File: src/rtl/fwd_scoreboard.sv
// fwd_scoreboard: forwarding and hazard unit for the pipelined core.
//
// A shift-register scoreboard tracks every in-flight register writer from EX
// (slot 0) to the committing stage (slot DEPTH). Each slot carries the
// writer's destination and a countdown of advances until its result reaches
// the forwarding bus. The ID-stage operands are compared against slots
// 0..DEPTH-1, and the youngest match decides the outcome:
//   - a result not ready by the time the consumer reaches EX causes a stall;
//   - otherwise the matching slot number + 1 becomes the EX operand select.
// Selects are registered on issue, so the EX-stage mux is driven from a flop.
//
// Optional feature: define FWD_STALL_CNT_EN to add the 32-bit stall_cnt_o
// counter. It counts cycles in which stall_o is high and hold_i is low.
// The default build leaves the macro undefined and has no counter port.

module fwd_scoreboard #(
   parameter int NUM_SRC = 2,
   parameter int DEPTH   = 2,
   parameter int MAX_LAT = 2,
   parameter int AW      = 5,
   parameter int SEL_W   = $clog2(DEPTH + 1),
   parameter int LAT_W   = $clog2(MAX_LAT + 1)
) (
   input  logic                     clk,
   input  logic                     reset_n,
   input  logic                     id_valid,
   input  logic [NUM_SRC*AW-1:0]    id_rs,
   input  logic [AW-1:0]            id_rd,
   input  logic                     id_wen,
   input  logic [LAT_W-1:0]         id_lat,
   input  logic                     hold_i,
   input  logic                     flush_i,
   output logic                     stall_o,
   output logic [NUM_SRC*SEL_W-1:0] fwd_sel_o
`ifdef FWD_STALL_CNT_EN
   ,
   output logic [31:0]              stall_cnt_o
`endif
);

   // The countdown is clamped to DEPTH, so it shares the select width.
   localparam int CNT_W = SEL_W;

   typedef struct packed {
      logic             valid;
      logic             wen;
      logic [AW-1:0]    rd;
      logic [CNT_W-1:0] cnt;
   } slot_t;

   // Scoreboard: slot 0 = EX, slot DEPTH = committing stage.
   slot_t                    slot_q [DEPTH+1];
   slot_t                    slot0_d;
   logic [CNT_W-1:0]         lat_clamped;
   logic [NUM_SRC-1:0]       hazard;
   logic [NUM_SRC*SEL_W-1:0] sel_d;
   logic [NUM_SRC*SEL_W-1:0] fwd_sel_q;
   logic                     stall;
   logic                     issue;

   // A slot forwards to operand rs when it holds a live writer of rs.
   // Register 0 is hard-wired, so it never creates a dependency.
   function automatic logic slot_match(input slot_t s, input logic [AW-1:0] rs);
      return s.valid && s.wen && (s.rd == rs) && (rs != '0);
   endfunction

   // Moving one stage closer to commit consumes one advance of latency.
   function automatic slot_t age_slot(input slot_t s);
      slot_t r;
      r = s;
      if (s.cnt != '0) begin
         r.cnt = s.cnt - CNT_W'(1);
      end
      return r;
   endfunction

   // Per-operand lookup: find the youngest matching slot and classify it.
   for (genvar i = 0; i < NUM_SRC; i++) begin : g_src
      logic [AW-1:0]    rs;
      logic             hit;
      logic [SEL_W-1:0] win_sel;
      logic [CNT_W-1:0] win_cnt;

      assign rs = id_rs[i*AW +: AW];

      // Scan from oldest to youngest so the youngest hit overrides older ones.
      always_comb begin
         // NOTE: every variable gets a default before the loop; a path that
         // leaves one unassigned would infer a latch.
         hit     = 1'b0;
         win_sel = '0;
         win_cnt = '0;
         for (int j = DEPTH - 1; j >= 0; j--) begin
            if (slot_match(slot_q[j], rs)) begin
               hit     = 1'b1;
               win_sel = SEL_W'(j + 1);
               win_cnt = slot_q[j].cnt;
            end
         end
      end

      // More than one advance left means the data misses the consumer's EX.
      assign hazard[i]                = hit && (win_cnt > CNT_W'(1));
      assign sel_d[i*SEL_W +: SEL_W]  = (hit && !hazard[i]) ? win_sel : '0;
   end

   // Stall and issue decisions; a flush squashes the ID instruction outright.
   always_comb begin
      stall = id_valid && !flush_i && (|hazard);
      issue = id_valid && !flush_i && !(|hazard);
   end

   assign stall_o = stall;

   // Clamp the requested latency to the depth the scoreboard can express.
   always_comb begin
      if (32'(id_lat) > DEPTH) begin
         lat_clamped = CNT_W'(DEPTH);
      end else begin
         lat_clamped = CNT_W'(id_lat);
      end
   end

   // Slot 0 entry: the issuing ID instruction, or a bubble.
   always_comb begin
      slot0_d = '0;
      if (issue) begin
         slot0_d.valid = 1'b1;
         slot0_d.wen   = id_wen;
         slot0_d.rd    = id_rd;
         slot0_d.cnt   = lat_clamped;
      end
   end

   // Scoreboard shift register; frozen while hold_i is high.
   always_ff @(posedge clk or negedge reset_n) begin
      if (!reset_n) begin
         // NOTE: the slot array is a handful of flops whose valid bits gate
         // every comparison, so every entry is cleared on reset, not just
         // the valid bits.
         for (int k = 0; k <= DEPTH; k++) begin
            slot_q[k] <= '0;
         end
      end else if (!hold_i) begin
         // NOTE: non-blocking assignments let every slot sample the old value
         // of its predecessor, which is what makes this a shift register.
         slot_q[0] <= slot0_d;
         for (int k = 1; k <= DEPTH; k++) begin
            slot_q[k] <= age_slot(slot_q[k-1]);
         end
      end
   end

   // EX operand selects: loaded with the issuing instruction's selects.
   always_ff @(posedge clk or negedge reset_n) begin
      if (!reset_n) begin
         fwd_sel_q <= '0;
      end else if (!hold_i) begin
         fwd_sel_q <= issue ? sel_d : '0;
      end
   end

   assign fwd_sel_o = fwd_sel_q;

`ifdef FWD_STALL_CNT_EN
   logic [31:0] stall_cnt_q;

   // Stall-cycle counter; frozen cycles are not counted, wraps naturally.
   always_ff @(posedge clk or negedge reset_n) begin
      if (!reset_n) begin
         stall_cnt_q <= '0;
      end else if (stall && !hold_i) begin
         stall_cnt_q <= stall_cnt_q + 32'd1;
      end
   end

   assign stall_cnt_o = stall_cnt_q;
`endif

endmodule
File: config.mk
export PLATFORM = sky130hd
export DESIGN_NAME = fwd_scoreboard
export DESIGN_NICKNAME = d
export VERILOG_FILES = /design/src/rtl/fwd_scoreboard.sv
export SDC_FILE = /design/constraint.sdc
export NUM_CORES = 1
export LEC_CHECK = 0
export CAP_MARGIN = 20
export CORE_MARGIN = 3
export CORE_UTILIZATION = 40
export DETAILED_ROUTE_END_ITERATION = 8
export HOLD_SLACK_MARGIN = 0.06
export PLACE_DENSITY = 0.73
export SLEW_MARGIN = 5
export SYNTH_ARGS = -nofsm -noshare
export SYNTH_HDL_FRONTEND = slang
export SYNTH_SLANG_ARGS = --single-unit
export TNS_END_PERCENT = 100
File: constraint.sdc
create_clock -name clk -period 1.9 [get_ports clk]
set_input_delay 0.38 -clock clk [delete_from_list [all_inputs] [get_ports clk]]
set_output_delay 0.38 -clock clk [all_outputs]
set_load 0.02 [all_outputs]
==> results.md <==
- Predominant post-synthesis flop cell: dfrtp_1
- Worst Tran Pin Value: just over 0.3 ns
- WP data arrival: approximately 1.9 ns
- Pwr Total: ~0.93 mW
- Outcome: complete, but fails checks
- Rel. slew slack: 79.4%
- CTS Buffer Depth: 2
- CORE AREA: roughly 2800 µm²
- Yosys reg bits: 21
- TritonCTS clock tree: yes
- Final Cycle Share: 121%
- Vias after detailed routing: roughly 1,100
- Total track usage: 17.1%
- # setup viols final: 10
- Remaining DRCs: 0
- Per-cell routed wire length: ~15 µm
- Die footprint: 3730 µm²
- 1st-pass router iterations: 4
- Layout cells sized above 1: between 40% and 50%
- Met3 routed WL: about 150 µm
- PortBufs: 27
- WL final: around 3100 µm
- WL met1: 1350 µm
- Final ANT Viol Nets: 0
- Req. time, crit path: between 1.5 and 2 ns
- Slew Viols, Final: 0
- DR top layer: met4
- Worst-Skew Late Latency: approximately 0.32 ns
- First-pass GRT wire length: roughly 4600 µm
- Initial core utilization: between 40% and 50%
- CP Launch Type: flip-flop
- Min Tclk post-route: ~2.3 ns
- Worst hold path class: in2async
- Sequential fraction of the synthesis area: a little over two fifths
- Max rail drop VDD: a little over 0.3 mV
- H-Tree Depth: 1
- Nets@finish: 196
- Yosys warns: 0
- Asr flop ratio synth: 100%
- Final Non-Filler Cells: 203
- Diodes inserted: 0
- Register-to-Register Path Depth: 11
- Post-synthesis cell type count: 26
- CP Capture Type: primary output
- CTS root buffer: clkbuf_4
- Drt via density: 5.42
- DR iter-0 viols: 30
- Dpl hpwl: between 2000 and 2500 µm
- Hold Vio Cnt, Final: 0
- Die height: approximately 60 µm
- TritonCTS Buffers: 3
- Netlist Area Pre-Place: roughly 1200 µm²
- CTS clk-pin slew, worst paths: around 0.13 ns
- Overflow after GRT: 0
- Post-synth EDFFs: 0
- Initial antenna violation count: 0
- Failing checks: setup timing
- Area growth syn-to-layout: 57.5%
- DP Cell Count: ~190
- DR WL met2: roughly 1500 µm
- Fmax: 0.435 GHz
- CP Class: reg2out
- Fin worst setup slack: -0.399 ns
- Die W: roughly 61 µm
- Max-cap check violation count: 0
- RSZ-0062 raised after global routing: true
- Syn_area_per_cell: roughly 11 µm²
- Clock Skews: roughly 0.013 ns
- Post-Synthesis Net Count: approximately 140
- Cell Pwr Density: approximately 480 nW/µm²
- Leakage: between 0.8 and 0.9 nW
- IO Pins: 28
- Vias in the first global route: ~1,100
- Pin count of the biggest net entering global routing: 22
- Worst slack at placement: -1.16 ns
- Row Count: 19
- Num Clock Sinks: 21
- Critical Path Fanout Max: 3
- RePlAce Congestion: 0.915
- Syn Inst Count: 113
## path summary, 6_finish.rpt
kind / start / end / slack (ns)
max in group asynchronous: reset_n / slot_q[20]$_DFFE_PN0N_ / 1.28
worst max-delay path: slot_q[20]$_DFFE_PN0N_ / stall_o / -0.40
min in group clk: fwd_sel_o[0]$_DFFE_PN0N_ / fwd_sel_o[0]$_DFFE_PN0N_ / 0.51
worst min register to register: fwd_sel_o[0]$_DFFE_PN0N_ / fwd_sel_o[0]$_DFFE_PN0N_ / 0.51
worst min-delay path: reset_n / slot_q[17]$_DFFE_PN0N_ / 0.38
worst max register to register: slot_q[22]$_DFFE_PN0N_ / slot_q[20]$_DFFE_PN0N_ / -0.19
## cell type report
| type | count | area, µm² |
|---|---|---|
| Sequential cell | 21 | 528 |
| Clock inverter | 1 | 5.00 |
| Multi-Input combinational cell | 88 | 796 |
| Timing Repair Buffer | 59 | 522 |
| Clock buffer | 3 | 22.5 |
| Fill cell | 242 | 917 |
| Tap cell | 31 | 38.8 |
## sequential cells by signal (all words and copies together), names as in the netlist
signal / flops
slot_q: 17
fwd_sel_o: 4
## placed cells by master, fill, tap and decap left out, types with 2 or more instances in the layout
| cell type | instances |
|---|---|
| xor2_2 | 3 |
| nand2_1 | 20 |
| clkbuf_4 | 3 |
| o21ai_2 | 2 |
| o31ai_4 | 3 |
| dfrtp_2 | 2 |
| a32o_1 | 5 |
| a2111oi_4 | 2 |
| buf_2 | 2 |
| buf_6 | 9 |
| and3b_2 | 2 |
| nand4_1 | 2 |
| nand3_1 | 2 |
| xnor2_1 | 10 |
| nor2_1 | 5 |
| clkdlybuf4s50_1 | 16 |
| xor2_1 | 7 |
| dfrtp_1 | 19 |
| o21a_4 | 2 |
| o31ai_2 | 5 |
| buf_4 | 27 |
| dlygate4sd2_1 | 3 |
| mux2_2 | 7 |
## synthesized netlist by cell type (3+ instances only)
cell type   n  area [µm²]
o31ai_2     8         100
clkbuf_1    3        11.3
nand2_1    20        75.1
dfrtp_1    21         526
xor2_1     10        87.6
mux2_2      7        78.8
a32o_1      5        50.1
xnor2_1    10        87.6
nor2_1      6        22.5
## metal layers
layer	vias up	global-route usage, %
met1	533	22.1
met2	35	28.7
li1	522	-
met3	10	1.26
met4	0	8.98
met5	-	0
## stage by stage
stage / hold slack [ns] / utilization, % / cell area (µm²) / TNS, ns
after global routing: 0.400 / 67.6 / 1910 / -2.44
after detailed placement: 0.481 / 58.9 / 1670 / -9.40
after floorplan: 0.0844 / - / 1220 / -0.0249
after global placement: 0.471 / 58.9 / 1670 / -8.92
after CTS: 0.385 / 63.4 / 1790 / -0.372
final: 0.377 / 67.6 / 1910 / -1.95
## cells by family (layout without fill, tap and decap cells)
group,count (synthesis),after routing,synth area share [%]
XOR/XNOR,20,20,14.4
buffers and inverters,4,63,1.86
flip-flops,21,21,43.3
multiplexers,7,7,6.50
AO/OA/AOI/OAI,21,21,17.8
AND/OR/NAND/NOR,40,40,16.1
## timing repair
action,in CTS,in global routing
pin swaps,19,19
endpoints found under the setup margin,14,12
gates resized for setup,44,22
buffers inserted,12,7
hold buffers,0,0
## where the power goes
part / switching, mW / total [mW] / leakage [nW] / internal [mW]
Sequential: 0.0261 / 0.496 / 0.282 / 0.470
Combinational: 0.0880 / 0.208 / 0.515 / 0.120
Clock: 0.144 / 0.223 / 0.0177 / 0.0787
## critical path: stages, from the launching register on
cell       delay, ns
dfrtp_2         0.46
xor2_1          0.19
nor4_2          0.07
buf_4           0.14
a2111oi_4       0.33
o21ai_2         0.13
a21oi_2         0.16
buf_6           0.13
(Power assumes the default switching activity.)
